## config.mk

```make
export PLATFORM = sky130hd
export DESIGN_NAME = glyph_row_scheduler
export DESIGN_NICKNAME = d
export VERILOG_FILES = /design/src/rtl/glyph_row_scheduler.sv
export SDC_FILE = /design/constraint.sdc
export NUM_CORES = 1
export LEC_CHECK = 0
export ABC_AREA = 1
export BUFFER_PORTS_ARGS = -buffer_cell sky130_fd_sc_hd__buf_2
export CORE_ASPECT_RATIO = 1.1
export CORE_MARGIN = 2
export CORE_UTILIZATION = 52
export DETAILED_ROUTE_END_ITERATION = 8
export PLACE_DENSITY = 0.8
export SLEW_MARGIN = 30
export SYNTH_ARGS = -nofsm -noshare
export SYNTH_HDL_FRONTEND = slang
export SYNTH_SLANG_ARGS = --single-unit
```

## constraint.sdc

```tcl
create_clock -name clk -period 2.1 [get_ports clk]
set_input_delay 0 -clock clk [delete_from_list [all_inputs] [get_ports clk]]
set_output_delay 0 -clock clk [all_outputs]
set_load 0.02 [all_outputs]
```

## src/rtl/glyph_row_scheduler.sv

```systemverilog
// Round-robin arbiter for the shared 3x5 digit-glyph lookup; streams the captured
// glyph to the display driver as five 3-pixel rows over a valid/ready handshake.
module glyph_row_scheduler #(
    parameter int NUM_SLOTS = 4,
    parameter int SLOT_W    = $clog2(NUM_SLOTS)
) (
    input  logic                   clk,
    input  logic                   rst_n,
    input  logic [NUM_SLOTS-1:0]   req,
    input  logic [4*NUM_SLOTS-1:0] digit,
    output logic [NUM_SLOTS-1:0]   grant,
    output logic [3:0]             glyph_num,
    input  logic [14:0]            glyph_seq,
    output logic                   row_valid,
    input  logic                   row_ready,
    output logic [2:0]             row_data,
    output logic [2:0]             row_idx,
    output logic [SLOT_W-1:0]      row_slot,
    output logic                   busy,
    output logic                   done
);

    typedef enum logic [1:0] {IDLE, LOOKUP, EMIT, DONE} state_t;

    state_t                state_reg, state_next;
    logic [SLOT_W-1:0]     ptr_reg, ptr_next;
    logic [SLOT_W-1:0]     slot_reg, slot_next;
    logic [3:0]            digit_reg, digit_next;
    logic [14:0]           glyph_reg, glyph_next;
    logic [2:0]            row_reg, row_next;
    logic [NUM_SLOTS-1:0]  grant_reg, grant_next;

    logic [3:0]            digit_arr [NUM_SLOTS];
    logic [SLOT_W-1:0]     sel;
    logic                  sel_valid;
    logic [SLOT_W:0]       idx;

    genvar gi;
    generate
        for (gi = 0; gi < NUM_SLOTS; gi++) begin : g_slot
            assign digit_arr[gi] = digit[4*gi +: 4];
        end
    endgenerate

    // Scan from the highest offset down so the slot closest above ptr wins.
    always_comb begin
        sel       = '0;
        sel_valid = 1'b0;
        idx       = '0;
        for (int k = NUM_SLOTS - 1; k >= 0; k--) begin
            idx = {1'b0, ptr_reg} + (SLOT_W+1)'(k);
            if (idx >= (SLOT_W+1)'(NUM_SLOTS))
                idx = idx - (SLOT_W+1)'(NUM_SLOTS);
            if (req[idx[SLOT_W-1:0]]) begin
                sel       = idx[SLOT_W-1:0];
                sel_valid = 1'b1;
            end
        end
    end

    always_ff @(posedge clk or negedge rst_n) begin
        if (!rst_n) begin
            state_reg <= IDLE;
            ptr_reg   <= '0;
            slot_reg  <= '0;
            digit_reg <= '0;
            glyph_reg <= '0;
            row_reg   <= '0;
            grant_reg <= '0;
        end else begin
            state_reg <= state_next;
            ptr_reg   <= ptr_next;
            slot_reg  <= slot_next;
            digit_reg <= digit_next;
            glyph_reg <= glyph_next;
            row_reg   <= row_next;
            grant_reg <= grant_next;
        end
    end

    always_comb begin
        state_next = state_reg;
        ptr_next   = ptr_reg;
        slot_next  = slot_reg;
        digit_next = digit_reg;
        glyph_next = glyph_reg;
        row_next   = row_reg;
        grant_next = '0;
        case (state_reg)
            IDLE: begin
                if (sel_valid) begin
                    digit_next      = digit_arr[sel];
                    grant_next[sel] = 1'b1;
                    slot_next       = sel;
                    state_next      = LOOKUP;
                end
            end
            LOOKUP: begin
                glyph_next = glyph_seq;
                row_next   = '0;
                state_next = EMIT;
            end
            EMIT: begin
                if (row_ready) begin
                    if (row_reg == 3'd4)
                        state_next = DONE;
                    else
                        row_next = row_reg + 3'd1;
                end
            end
            DONE: begin
                if (slot_reg == SLOT_W'(NUM_SLOTS - 1))
                    ptr_next = '0;
                else
                    ptr_next = slot_reg + SLOT_W'(1);
                state_next = IDLE;
            end
            default: state_next = IDLE;
        endcase
    end

    // Outputs decode from registered state only; nothing combinational from req/row_ready.
    always_comb begin
        row_data = 3'b000;
        if (state_reg == EMIT) begin
            case (row_reg)
                3'd0:    row_data = glyph_reg[14:12];
                3'd1:    row_data = glyph_reg[11:9];
                3'd2:    row_data = glyph_reg[8:6];
                3'd3:    row_data = glyph_reg[5:3];
                3'd4:    row_data = glyph_reg[2:0];
                default: row_data = 3'b000;
            endcase
        end
    end

    assign grant     = grant_reg;
    assign glyph_num = (state_reg == IDLE) ? 4'd0 : digit_reg;
    assign row_valid = (state_reg == EMIT);
    assign row_idx   = (state_reg == EMIT) ? row_reg : 3'd0;
    assign row_slot  = slot_reg;
    assign busy      = (state_reg != IDLE);
    assign done      = (state_reg == DONE);

endmodule

```

==> run metrics <==
Max Slew Vio Count 0; fin crit share 87.3%; Sink Count 32; Post-Syn Nets 314; H-tree depth 2; Post-Synth Simple-Gate Area 28.7%; Switch Pwr around 1.9 mW; global-route usage over all layers a little under a quarter; number of vias per cell 4.71; Pwr Density 1550 nW/µm²; Final Setup Violations 0; core footprint 3650 µm²; Synth top area share 40.2%; Synth Area in Compound Gates 11.1%; input/output buffers 56; clock share of power 16.2%; Num CTS Buffers 5; die footprint 4340 µm²; register area share after synthesis 40.2%; actual slew at the worst max-slew pin 696 ps; Antenna diodes 0; dominant synthesized flop cell dfrtp_1; Rel. slew slack between 50% and 60%; Yosys reg bits 32; critical path type reg -> reg; initial antenna violation count 0; I/O pins 57; Synth area leader dfrtp_1; initial DRC count 65; mux share of post-synthesis cell area 0%; fillers 321; GP Congestion 0.845; Post-CTS Hold Fix Bufs 17; Distinct cells, synth 29; largest cells by area after synthesis dfrtp_1, nand2_1, inv_1; number of global-route vias before repair 1826; TritonCTS clock tree done; non-filler cells, final just under 400; Int Power roughly 2.1 mW; CTS resizes 0; Routed Antenna Nets 0; Post-synth EDFFs 0; DP Wirelength 3250 µm; syn avg cell area between 7 and 8 µm²; maxcap violations 0; Die W 63.0 µm; Setup TNS 0 ps; Final Hold Viols 0; crit end category flop; status completed; drc violations 0; sequential share of power 26.0%; Sw Ratio 47.1%; total gr overflow 0; Logic pwr share between 50 and 60%; pin count of the biggest net entering global routing 33; max reg flops 15; Rows 23; WL per Instance 11.4 µm; Synth Area in XOR/XNOR less than 1%; CP required 2270 ps; share of layout cells above drive strength 1 26.2%; Longest Clk Path Bufs 2; Startpoint Class flop; Yosys warning count 0; Adder-Cell Fraction of Synth Area 6.28%; # Post-CTS Setup Buffers 0; largest family of logic cells by synthesized area simple AND/OR/NAND/NOR gates; min-delay worst type in -> reg; DR vias 1850; Syn Inst Count 266; CTS root buf clkbuf_8; ys async rst share 100%; Final Skew 3.80 ps; Leak between 1 and 1.5 nW; RSZ-0062 raised after global routing no; Initial Util 54.5%; Crit path arrival time 2000 ps; clock latency on the worst-skew pair 290 ps; synth cell count leaders nand2_1, inv_1, dfrtp_1, nand3_1, o21ai_0; global-route wire length before repair 7800 µm; most instantiated library cell after synthesis nand2_1; Tmin final ~1800 ps; Max FO, Critical Path 13; Clk pin slew, worst setup/hold paths roughly 70 ps; final core area utilization 71.1%; Detailed Routing Iterations Pass 1 4; Synth-to-Final Area Change 30.4%; Worst VDD drop 0.00104 V; final-stage net count 390; Placed Instances 368; Die Y approximately 69 µm; f_max 0.545 GHz; Post-Route WL 4470 µm; Mapped Area 1990 µm²
-- layer usage --
layer	wire length, µm	GRT usage, %
met3	232	5.68
met5	0	0
met4	58	8.33
met1	1880	26.0
met2	2300	44.1
-- path summary, 6_finish.rpt --
| path | start | end | slack [ps] | cells after the start |
|---|---|---|---|---|
| setup / recovery | ptr_reg[0] | digit_reg[3] | 270 | 10 |
| hold / removal | digit[3] | digit_reg[3] | 60 | 4 |
| setup reg to reg | ptr_reg[0] | digit_reg[3] | 270 | 10 |
| hold reg to reg | digit_reg[0] | digit_reg[0] | 480 | 2 |
| max in group asynchronous | rst_n | grant[0] | 1370 | 2 |
| min in group asynchronous | rst_n | row_reg[1] | 290 | 2 |
-- critical path, stage by stage (launching register included) --
cell and delay, ps:
dfrtp_1 400, buf_4 190, xnor2_1 240, nand2_2 90, nand3_2 110, nand2_2 70, nand2_4 100, nand2_4 120
or2_1 230, nand3_1 70, nand3_1 80
-- cell families (layout without fill, tap and decap cells) --
| logic type | Yosys count | in the layout |
|---|---|---|
| AND/OR/NAND/NOR | 123 | 123 |
| flip-flops | 32 | 32 |
| AO/OA/AOI/OAI | 36 | 36 |
| adder cells (fa/ha/maj) | 10 | 10 |
| buffers and inverters | 64 | 141 |
| XOR/XNOR | 1 | 1 |
-- cell type report --
type / instances / area (µm²) / share of cell area (%)
clock inverter: 1 / 30.0 / 1.15
multi-input combinational: 170 / 927 / 35.7
sequential: 32 / 801 / 30.8
inverter: 58 / 218 / 8.37
clock buffer: 7 / 96.3 / 3.71
tap: 50 / 62.6 / 2.41
timing repair buffer: 75 / 465 / 17.9
-- placed cells by master (no fill, tap or decap), types with 10 or more instances in the layout --
master,instances
ha_1,10
buf_2,56
nand2_1,60
nand2_2,11
o21ai_0,19
nor2_1,17
inv_1,55
dfrtp_1,32
dlygate4sd3_1,17
nand3_1,20
-- power groups by stage --
| stage | Sequential [mW] | Clock [mW] | Combinational, mW |
|---|---|---|---|
| 3_5_place_dp | 1.06 | 0 | 2.30 |
| 4_1_cts | 1.05 | 0.664 | 2.35 |
| 6_report | 1.05 | 0.656 | 2.33 |
| 5_1_grt | 1.09 | 0.692 | 2.67 |
| 3_3_place_gp | 1.06 | 0 | 2.23 |
| 2_1_floorplan | 1.09 | 0 | 1.83 |
-- stage by stage --
step	setup WS, ps	total power [mW]	cell area, µm²	hold WS (ps)
after global placement	403	3.29	2300	92.6
after detailed placement	274	3.36	2300	90.0
final	266	4.04	2600	63.1
after floorplan	527	2.91	1990	-296
after global routing	96.0	4.46	2600	84.2
after CTS	249	4.06	2600	56.9
Power figures use the tool's default switching activity.
